$ cat config.mk
export PLATFORM = sky130hd
export DESIGN_NAME = div_multi
export DESIGN_NICKNAME = d
export VERILOG_FILES = /design/src/rtl/div_pkg.sv /design/src/rtl/div_channel.sv /design/src/rtl/div_multi.sv
export SDC_FILE = /design/constraint.sdc
export NUM_CORES = 1
export LEC_CHECK = 0
export ABC_AREA = 1
export BUFFER_PORTS_ARGS = -buffer_cell sky130_fd_sc_hd__buf_2
export CAP_MARGIN = 15
export CORE_AREA = 8 8 112 63
export CTS_BUF_LIST = sky130_fd_sc_hd__clkbuf_4
export CTS_CLUSTER_SIZE = 30
export DETAILED_ROUTE_END_ITERATION = 7
export DIE_AREA = 0 0 120 71
export HOLD_SLACK_MARGIN = 0.08
export MAX_ROUTING_LAYER = met4
export PLACE_DENSITY = 0.83
export REMOVE_ABC_BUFFERS = 1
export SETUP_SLACK_MARGIN = 0.02
export SKIP_LAST_GASP = 1
export SLEW_MARGIN = 10
export SYNTH_ARGS = -nofsm -noshare
export SYNTH_HDL_FRONTEND = slang
export SYNTH_SLANG_ARGS = --single-unit
$ cat constraint.sdc
create_clock -name clk -period 6.83 [get_ports clk]
set_clock_uncertainty 0.1 [all_clocks]
set_input_delay 1.366 -clock clk [delete_from_list [all_inputs] [get_ports clk]]
set_output_delay 1.366 -clock clk [all_outputs]
set_load 0.01 [all_outputs]
$ cat src/rtl/div_pkg.sv
// Shared constants, ratio type and high-phase helper for the multi-channel clock divider.
package div_pkg;

    localparam int DIV_WIDTH_DEFAULT    = 8;
    localparam int DIV_CHANNELS_DEFAULT = 2;

    typedef logic [DIV_WIDTH_DEFAULT-1:0] div_ratio_t;

    // High-phase length ceil(r/2); odd ratios get the extra cycle in the high phase.
    function automatic logic [31:0] div_high_len(input logic [31:0] r);
        return (r >> 1) + {31'b0, r[0]};
    endfunction

endpackage

$ cat src/rtl/div_channel.sv
// One divider channel: period counter, active ratio latched at period boundaries,
// registered near-50% waveform and end-of-period tick.
module div_channel
    import div_pkg::*;
#(
    parameter int WIDTH = DIV_WIDTH_DEFAULT
) (
    input  logic             clk,
    input  logic             reset_n,
    input  logic             force_load,
    input  logic [WIDTH-1:0] div,
    output logic             q,
    output logic             tick
);

    localparam logic [WIDTH-1:0] ONE = WIDTH'(1);

    logic [WIDTH-1:0] cnt;
    logic [WIDTH-1:0] r_act;
    logic [WIDTH-1:0] cnt_nxt;
    logic [WIDTH-1:0] r_nxt;
    logic [WIDTH-1:0] h;
    logic             load;
    logic             q_nxt;
    logic             tick_nxt;

    assign h = WIDTH'(div_high_len(32'(r_act)));

    // Ratios 0 and 1 reload every cycle, so div is re-sampled continuously for them.
    always_comb begin
        load     = force_load || (r_act[WIDTH-1:1] == '0) || (cnt == r_act - ONE);
        r_nxt    = r_act;
        cnt_nxt  = cnt + ONE;
        q_nxt    = 1'b0;
        tick_nxt = 1'b0;
        if (load) begin
            r_nxt   = div;
            cnt_nxt = '0;
            q_nxt   = (div != '0);
        end else begin
            q_nxt   = (cnt_nxt < h);
        end
        tick_nxt = (r_nxt != '0) && (cnt_nxt == r_nxt - ONE);
    end

    always_ff @(posedge clk) begin
        if (!reset_n) begin
            cnt   <= '0;
            r_act <= '0;
            q     <= 1'b0;
            tick  <= 1'b0;
        end else begin
            cnt   <= cnt_nxt;
            r_act <= r_nxt;
            q     <= q_nxt;
            tick  <= tick_nxt;
        end
    end

endmodule

$ cat src/rtl/div_multi.sv
// CHANNELS independent glitch-free clock-enable dividers sharing one clock.
// Define DIV_SYNC_EN to add the sync input that phase-restarts every channel.
module div_multi
    import div_pkg::*;
#(
    parameter int WIDTH    = DIV_WIDTH_DEFAULT,
    parameter int CHANNELS = DIV_CHANNELS_DEFAULT
) (
    input  logic                      clk,
    input  logic                      reset_n,
    input  logic [CHANNELS*WIDTH-1:0] div,
`ifdef DIV_SYNC_EN
    input  logic                      sync,
`endif
    output logic [CHANNELS-1:0]       q,
    output logic [CHANNELS-1:0]       tick
);

    logic force_load;

`ifdef DIV_SYNC_EN
    assign force_load = sync;
`else
    assign force_load = 1'b0;
`endif

    for (genvar c = 0; c < CHANNELS; c++) begin : g_ch
        div_channel #(
            .WIDTH (WIDTH)
        ) u_ch (
            .clk        (clk),
            .reset_n    (reset_n),
            .force_load (force_load),
            .div        (div[c*WIDTH +: WIDTH]),
            .q          (q[c]),
            .tick       (tick[c])
        );
    end

endmodule

# --- Word level (Yosys, flattened, before mapping) ---
# Index checks and enable logic that the tools add are counted.
# W data, S select, Z words.
word_totals:
  reg_bits: 36
  output_inout_bits: 4
op_classes:
  n_addsub: 8
  order_cmp: 2
  n_eq_ne: 4
  mux: 6
  n_reduce_logical: 10
op_table:
  columns: ["op", "n"]
  rows:
  - ["$eq A8 B8 Y1", 4]
  - ["$mux W8", 4]
  - ["$reduce_bool A8 Y1", 4]
  - ["$sub A8 B1 Y8 const B", 4]
  - ["$add A7 B1 Y8", 2]
  - ["$add A8 B1 Y8 const B", 2]
  - ["$lt A8 B8 Y1", 2]
  - ["$logic_not A7 Y1", 2]
  - ["$logic_and A1 B1 Y1", 2]
  - ["$logic_or A1 B1 Y1", 2]
  - ["$mux W1", 2]

# --- Longest topological paths before layout ---
# Gate-level depths: netlist (run 1).
logic_depth:
  word_depth: 7
  depth_mapped: 27
  ltp_nobuf: 26

# --- Hierarchy ---
# Synthesis (run 1) repeated with hierarchy kept, for this count alone.
unflattened:
  hier_cells: 566
  hier_area_um2: 3659.8
modules_own_cells:
  columns: ["mod", "instances", "cells_per_inst", "area_per_inst_um2"]
  rows:
  - ["div_channel (g_ch[0].u_ch)", 1, 286, 1850.5]
  - ["div_channel (g_ch[1].u_ch)", 1, 279, 1805.5]
  - ["div_multi", 1, 1, 3.8]

# --- Least setup slack after synthesis (run 1) ---
# No wires, ideal clock.
synth_path:
  path_kind: "register to register"
  from: "register g_ch[1].u_ch.r_act[0]"
  to: "register g_ch[1].u_ch.tick"
  arrival_ns: 2.625
  required_time_ns: 6.668
  slack_ns: 4.043
  stages_incl_launch_ff: 27
  path_buffers: 1
  synth_period_minus_slack_ns: 2.787
  cell_sequence: "dfxtp_1 inv_1 ha_1 inv_1 nand2_1 nand2_1 nor2_1 nand2_1 nor2_1 nand2_1 nor2_2 nand2_4 nand2_4 buf_8 nand2_2 nand2_2 inv_1 ha_1 nand4_1 nand2_1 inv_1 nand3_1 a21oi_1 nand3_1 nor2_1 nand2_1 nor2_2"
synth_between:
  elab_chain_cells: 7
  elab_cells_between_ends: 9
synth_lines:
  columns: ["element", "line", "text"]
  rows:
  - ["start: declaration", "div_channel.sv:19", "logic [WIDTH-1:0] r_act;"]
  - ["start signal: assignment", "div_channel.sv:54", "r_act <= r_nxt;"]
  - ["$sub A8 B1 Y8", "div_channel.sv:31", "load = force_load || (r_act[WIDTH-1:1] == '0) || (cnt == r_act - ONE);"]
  - ["$eq A8 B8 Y1", "div_channel.sv:31", null]
  - ["$logic_or A1 B1 Y1", "div_channel.sv:31", null]
  - ["$mux W8", "div_channel.sv:36", "if (load) begin"]
  - ["$sub A8 B1 Y8", "div_channel.sv:43", "tick_nxt = (r_nxt != '0) && (cnt_nxt == r_nxt - ONE);"]
  - ["$eq A8 B8 Y1", "div_channel.sv:43", null]
  - ["$logic_and A1 B1 Y1 (*)", "div_channel.sv:43", null]
  - ["end signal: assignment", "div_channel.sv:56", "tick <= tick_nxt;"]
  - ["end: declaration", "div_channel.sv:13", "output logic tick"]
# Every way passes the cells marked *; elsewhere a longest branch is shown, timed or not.
# A chain may end at the register's enable or synchronous reset.

# --- Worst setup path in the final report (run 1) ---
layout_path:
  from: "register g_ch[0].u_ch.r_act[0]"
  to: "register g_ch[0].u_ch.tick"
layout_between:
  elab_chain_cells: 7
  elab_cells_between_ends: 9
layout_lines:
  columns: ["element", "line"]
  rows:
  - ["start: declaration", "div_channel.sv:19"]
  - ["start signal: assignment", "div_channel.sv:54"]
  - ["$sub A8 B1 Y8", "div_channel.sv:31"]
  - ["$eq A8 B8 Y1", "div_channel.sv:31"]
  - ["$logic_or A1 B1 Y1", "div_channel.sv:31"]
  - ["$mux W8", "div_channel.sv:36"]
  - ["$sub A8 B1 Y8", "div_channel.sv:43"]
  - ["$eq A8 B8 Y1", "div_channel.sv:43"]
  - ["$logic_and A1 B1 Y1 (*)", "div_channel.sv:43"]
  - ["end signal: assignment", "div_channel.sv:56"]
  - ["end: declaration", "div_channel.sv:13"]
# Marked as above.

==> impl_metrics.yaml, run 1 <==
logic_synthesis:
  synth_area_leaders: "dfxtp_1 (21%), nand2_1 (14%), ha_1 (9.5%), nand3_1 (8.4%), inv_1 (8.2%)"
  synth_edf_count: 0
  synth_top_cell_by_area: "dfxtp_1"
  ys_ff_latch: 36
  ys_types: 31
  synthesis.area_sq_mm: 0.00341
  netlist.area_leader.share_pct: 21.1
  ys_seq_area_share_pct: 21.1
  ys_warn_count: 0
  synth_xor_area_share_pct: 8.98
  syn_avg_cell_area_sq_um: 6.28
  synth_mux_area_share_pct: 0
  ys_async_sr_fraction_pct: 0
  synth_flop_cell: "dfxtp_1"
  synthAdderAreaFrac_pct: 9.53
  synth-compound-area-share_pct: 6.08
  yosys.area_share.simple_pct: 41.6
  synth_top_family_by_area: "simple AND/OR/NAND/NOR gates"
  netlist_instances: 544
detailed_routing:
  num_vias: 3526
  final_antenna_net_count: 0
  drt-initial-drc-count: 450
  drc_errors: 0
  wl_per_cell_microns: 14.6
  first_pass_iters: 6
  viasPerCell: 5.57
  drt_wl_total_mm: 9.26
outcome:
  outcome: "completed"
cts:
  cts_hold_buf: 0
  insertion_delay_ps: 350
  clkSlewWorstSetupHoldPaths_ps: 110
  cts_buffer_depth: 2
  cts_max_level: 2
  cts_tree: "built"
  root_buffer: "clkbuf_4"
  cts-resized-gates: 0
  cts_made_buffers: 5
  clkSinkCount: 36
  postCtsSetupBuffers: 0
critical_path:
  crit_required_ps: 7010
  cp-end-kind: "register"
  cp_max_fo: 24
  crit_type: "reg2reg"
  worstSetupStartpointType: "register"
  critPathArrivalTime_ps: 3900
  rrSetupSlack_ps: 3120
flow_run:
  max_cap_violations: 0
timing:
  timing.hold.ws_ps: 455
  setup_viol: 0
  report.final.slew_viol_count: 0
  finalCriticalPeriod_ps: 3710
  finalCritPeriodShare_pct: 54.4
  rsz0062_at_grt: "no"
  tightest_slew_ps: 479
  hold_viol_final: 0
  setup_tns_ps: 0
  maxSlewHeadroom_pct: 67.8
  fmax_ghz: 0.269
floorplanning:
  dieHeight_microns: 71
  initial_core_util_pct: 60.6
  rows: 20
  die_width_microns: 120
  ios: 22
  core_sq_mm: 0.00563
  die_area_sq_mm: 0.00852
placement:
  hpwl_mm: 7.59
  port_buffers: 21
  gp_congestion: 0.984
  dp.cells: 626
finish:
  num-nets-final: 600
  layout_common_cells: "nand2_1 (129), inv_1 (75), nor2_1 (69)"
  n_antenna_cell: 0
  area_growth_pct: 3.63
  drive_above_1_share_pct: 11.9
  stdcell_count: 633
  final_common_cell: "nand2_1"
  fillers: 554
global_routing:
  grt_pass1_wl_mm: 15.2
  grt_max_degree: 26
  grt_util_all_layers_pct: 22.7
  grt_pass1_vias: 3019
  grt_overflow: 0
  antenna_found_initial: 0
pwr:
  p_per_area_mw_per_mm2: 539
  vdd_ir_drop_max_mv: 0.201
  power.leakage_nw: 1.88
  clockPowerShare_pct: 5.9
  netSwitchingFraction_pct: 58.8
  switching_power_mw: 1.12
  p_seq_share_pct: 17.9
  p_int_mw: 0.787
  p_comb_share_pct: 76.2
min_path:
  hold_path_class: "reg2reg"
==> stage by stage <==
stage	total power [mW]	utilization (%)	setup WS, ps	instance area (sq um)
finish	1.91	62.8	3120	3540
global route	2.08	62.8	2850	3540
CTS	1.85	62.8	3250	3540
detailed placement	1.74	62.0	3300	3490
global placement	1.70	62.0	3350	3490
floorplan	1.41	-	3940	3280
==> worst max-delay path: stages, from the launching register on <==
cell and delay [ps]:
dfxtp_1 400, inv_1 130, ha_1 340, xnor2_1 140
nor2_1 130, nand3_1 100, nor2_1 140, nand3_2 200
nand2_2 430, nand2_1 130, o21ai_0 150, inv_1 180
ha_1 290, nand3b_1 210, nand3b_1 100, nand2_1 60
inv_1 70, nand3_1 80, nor2_1 90, nand2_1 70
nor2_1 110
==> layout make-up <==
type,instances,area (sq um),share of cell area [%]
multi-input cells,410,2260,63.9
flip-flops and latches,36,721,20.4
inverters,81,304,8.59
repair buffers,22,113,3.18
well taps,77,96.3,2.72
clock buffers,5,37.5,1.06
clock inverters,2,7.51,0.212
==> flip-flops by register name, summed over array words and instances, names as in the netlist <==
name / cells
g_ch.u_ch.cnt: 16
g_ch.u_ch.q: 2
g_ch.u_ch.r_act: 16
g_ch.u_ch.tick: 2
==> cells by family (layout without fill, tap and decap cells) <==
kind of cell,after synthesis,in the layout
flip-flops,36,36
adder cells (fa/ha/maj),26,26
buffers and inverters,98,110
AND/OR/NAND/NOR,313,313
AO/OA/AOI/OAI,36,36
XOR/XNOR,35,35
==> worst paths after layout <==
| kind | start | endpoint | cells after the start |
|---|---|---|---|
| worst max register to register | g_ch[0].u_ch.r_act[0]$_SDFF_PN0_ | g_ch[0].u_ch.tick$_SDFF_PN0_ | 20 |
| worst min register to register | g_ch[1].u_ch.cnt[0]$_SDFF_PN0_ | g_ch[1].u_ch.cnt[0]$_SDFF_PN0_ | 1 |
| worst min-delay path | g_ch[1].u_ch.cnt[0]$_SDFF_PN0_ | g_ch[1].u_ch.cnt[0]$_SDFF_PN0_ | 1 |
| worst max-delay path | g_ch[0].u_ch.r_act[0]$_SDFF_PN0_ | g_ch[0].u_ch.tick$_SDFF_PN0_ | 20 |
==> routing by layer <==
metal | GRT usage, % | routed length, microns
met2 | 26.8 | 3270
met3 | 5.32 | 1180
met4 | 3.43 | 68
met1 | 36.1 | 4740
met5 | - | 0
==> power by group through the flow <==
| stage | sequential [mW] | clock (mW) | combinational [mW] |
|---|---|---|---|
| 4_1_cts | 0.339 | 0.111 | 1.40 |
| 5_1_grt | 0.351 | 0.120 | 1.61 |
| 2_1_floorplan | 0.328 | 0 | 1.08 |
| 6_report | 0.342 | 0.112 | 1.45 |
| 3_5_place_dp | 0.344 | 0 | 1.40 |
| 3_3_place_gp | 0.343 | 0 | 1.36 |
==> Yosys cell counts, types with 2 or more instances <==
cell / n
nand2_1: 129
o21ai_0: 8
ha_1: 26
o21ai_2: 3
buf_8: 2
dfxtp_1: 36
xnor2_1: 13
buf_6: 3
clkbuf_1: 3
nand3_1: 57
nand4_1: 12
a21oi_1: 14
buf_4: 4
nand3b_1: 7
nand3_2: 2
o21ai_1: 6
nand2_4: 4
xor2_1: 22
buf_2: 4
inv_2: 6
nor3_1: 10
nor2_1: 69
inv_1: 75
nand2_2: 14
o21bai_1: 2
nor2_2: 8
Power figures use the tool's default switching activity.
==> run 2: changes to the inputs <==
--- a/config.mk
+++ b/config.mk
@@ -8,14 +8,14 @@
 export ABC_AREA = 1
 export BUFFER_PORTS_ARGS = -buffer_cell sky130_fd_sc_hd__buf_2
 export CAP_MARGIN = 15
-export CORE_AREA = 8 8 112 63
+export CORE_AREA = 8 8 119 66
 export CTS_BUF_LIST = sky130_fd_sc_hd__clkbuf_4
 export CTS_CLUSTER_SIZE = 30
 export DETAILED_ROUTE_END_ITERATION = 7
-export DIE_AREA = 0 0 120 71
+export DIE_AREA = 0 0 127 74
 export HOLD_SLACK_MARGIN = 0.08
 export MAX_ROUTING_LAYER = met4
-export PLACE_DENSITY = 0.83
+export PLACE_DENSITY = 0.77
 export REMOVE_ABC_BUFFERS = 1
 export SETUP_SLACK_MARGIN = 0.02
 export SKIP_LAST_GASP = 1
==> constraint.sdc (replaced) <==
create_clock -name clk -period 3.1 [get_ports clk]
set_clock_uncertainty 0.1 [all_clocks]
set_input_delay 0.62 -clock clk [delete_from_list [all_inputs] [get_ports clk]]
set_output_delay 0.62 -clock clk [all_outputs]
set_load 0.01 [all_outputs]
==> run 2 against run 1 <==
Critical path type unchanged. Clock-buffer cell count rose by 2. Flip-flop and latch count unchanged. Wire length grew 2.0%. Largest power group unchanged. Sequential power up 120%. Non-clock buffer count is 18 higher. Cell count is 3.6% higher.
==> impl_metrics.yaml, run 2 (synthesis results as in run 1) <==
floorplanning:
  die_area_sq_mm: 0.00940
  rows: 21
  core_sq_mm: 0.00631
  initial_core_util_pct: 54.1
  dieHeight_microns: 74
  ios: 22
  die_width_microns: 127
min_path:
  hold_path_class: "reg2reg"
critical_path:
  cp_max_fo: 4
  reg2reg_from: "g_ch[1].u_ch.r_act[1]$_SDFF_PN0_"
  crit_required_ps: 3300
  cp-end-kind: "register"
  rrSetupSlack_ps: 110
  critPathLaunch: "g_ch[1].u_ch.r_act[1]$_SDFF_PN0_"
  ff2ff_path_depth: 26
  crit_type: "reg2reg"
  reg2reg_to: "g_ch[1].u_ch.tick$_SDFF_PN0_"
  worstSetupStartpointType: "register"
  critPathArrivalTime_ps: 3190
  endpoint: "g_ch[1].u_ch.tick$_SDFF_PN0_"
cts:
  root_buffer: "clkbuf_4"
  insertion_delay_ps: 360
  clkSinkCount: 36
  cts_tree: "built"
  cts_buffer_depth: 2
  cts_made_buffers: 5
  clkSlewWorstSetupHoldPaths_ps: 110
  cts_max_level: 2
placement:
  gp_congestion: 0.984
  placed_area_sq_mm: 0.00356
  hpwl_mm: 7.61
  port_buffers: 21
  dp_slack_ps: -154
flow_run:
  max_cap_violations: 0
timing:
  maxSlewHeadroom_pct: 68.4
  setup_viol: 0
  fin_ws_ps: 110
  hold_viol_final: 0
  finalCriticalPeriod_ps: 2990
  report.final.slew_viol_count: 0
  tightest_slew_ps: 471
  fmax_ghz: 0.334
  rsz0062_at_grt: "yes"
  finalCritPeriodShare_pct: 96.5
detailed_routing:
  first_pass_iters: 6
  drt-initial-drc-count: 371
  final_antenna_net_count: 0
  num_vias: 3476
  drt_wl_total_mm: 9.44
  drc_errors: 0
  viasPerCell: 5.30
  wl_per_cell_microns: 14.4
finish:
  design_area_sq_mm: 0.00377
  seqCellArea_sq_um: 726
  biggestRegsByFlops: "g_ch.u_ch.cnt x16, g_ch.u_ch.r_act x16"
  fillers: 617
  multi_input_area_sq_mm: 0.00233
  num-nets-final: 618
  layout_common_cells: "nand2_1 (129), inv_1 (73), nor2_1 (69)"
  drive_above_1_share_pct: 17.0
  final_common_cell: "nand2_1"
  area_growth_pct: 10.4
global_routing:
  grt_pass1_wl_mm: 14.8
  grt_max_degree: 33
  grt_pass1_vias: 2961
  grt_overflow: 0
  antenna_found_initial: 1
  grt_util_all_layers_pct: 20.7
pwr:
  p_per_area_mw_per_mm2: 1200
  power.leakage_nw: 1.99
  vdd_ir_drop_max_mv: 0.640
outcome:
  outcome: "completed"
==> run 2: cell count changes in the layout (fill, tap and decap cells not counted), sizes merged <==
cell,before,now
buf,22,40
clkbuf,5,7
clkinv,2,1
diode,0,1
==> run 2: final cells by class <==
cell class              instances  area share [%]
well taps                      80            2.65
multi-input cells             410            61.7
repair buffers                 40            6.67
inverters                      81            8.13
clock inverters                 1          0.0995
flip-flops and latches         36            19.2
clock buffers                   7            1.39
diodes                          1          0.0664
==> run 2: what timing repair did <==
item                                    4_1_cts  5_1_grt
buffers inserted                              2        8
endpoints found under the setup margin        1        2
gates resized for setup                       6       15
hold buffers                                  0        0
cloned                                        0        0
pin swaps                                     0        6
==> run 2: worst min path at each step <==
stage	startpoint	to	slack, ps	depth (start not counted)
floorplan	g_ch[1].u_ch.cnt[0]$_SDFF_PN0_	g_ch[1].u_ch.cnt[0]$_SDFF_PN0_	380	1
global placement	g_ch[1].u_ch.cnt[0]$_SDFF_PN0_	g_ch[1].u_ch.cnt[0]$_SDFF_PN0_	410	1
detailed placement	g_ch[1].u_ch.cnt[0]$_SDFF_PN0_	g_ch[1].u_ch.cnt[0]$_SDFF_PN0_	410	1
CTS	g_ch[1].u_ch.cnt[0]$_SDFF_PN0_	g_ch[1].u_ch.cnt[0]$_SDFF_PN0_	430	1
global route	g_ch[1].u_ch.cnt[0]$_SDFF_PN0_	g_ch[1].u_ch.cnt[0]$_SDFF_PN0_	450	1
finish	g_ch[1].u_ch.cnt[0]$_SDFF_PN0_	g_ch[1].u_ch.cnt[0]$_SDFF_PN0_	430	1
==> run 2: where the power goes <==
group          internal, mW  switching [mW]
Sequential            0.587           0.152
Clock                 0.105           0.172
Combinational          1.29            2.21
==> run 2: stage by stage <==
step	total power, mW	instances	util (%)	hold slack [ps]	setup TNS, ps
global route	4.92	656	59.8	455	-123
detailed placement	3.89	637	56.4	409	-154
finish	4.52	656	59.8	429	0
CTS	4.20	647	57.7	426	0
floorplan	3.10	527	-	379	0
global placement	3.82	637	56.4	409	-112
==> run 2: worst max-delay path, stage by stage, from the launching register on <==
cell and delay (ps):
dfxtp_4 380, inv_1 60, ha_4 270, inv_1 40, nand2_1 40, nand2_1 50
nor2_1 110, nand2_1 90, nor2_1 110, nand2_1 80, nor2_2 140, nand2_4 100
nand2_4 90, nand2_2 80, nand2_2 90, inv_4 60, ha_4 260, inv_1 30
nand2_1 70, nand2_1 50, inv_1 70, nand3_2 100, a21oi_2 110, nand3_1 70
nor2_1 90, nand2_1 90, nor2_2 90
==> run 2: metal layers <==
layer | wire, microns | global-route usage [%]
met3 | 1070 | 5.44
met5 | 0 | -
met1 | 4950 | 32.1
met4 | 74 | 2.75
met2 | 3350 | 25.4
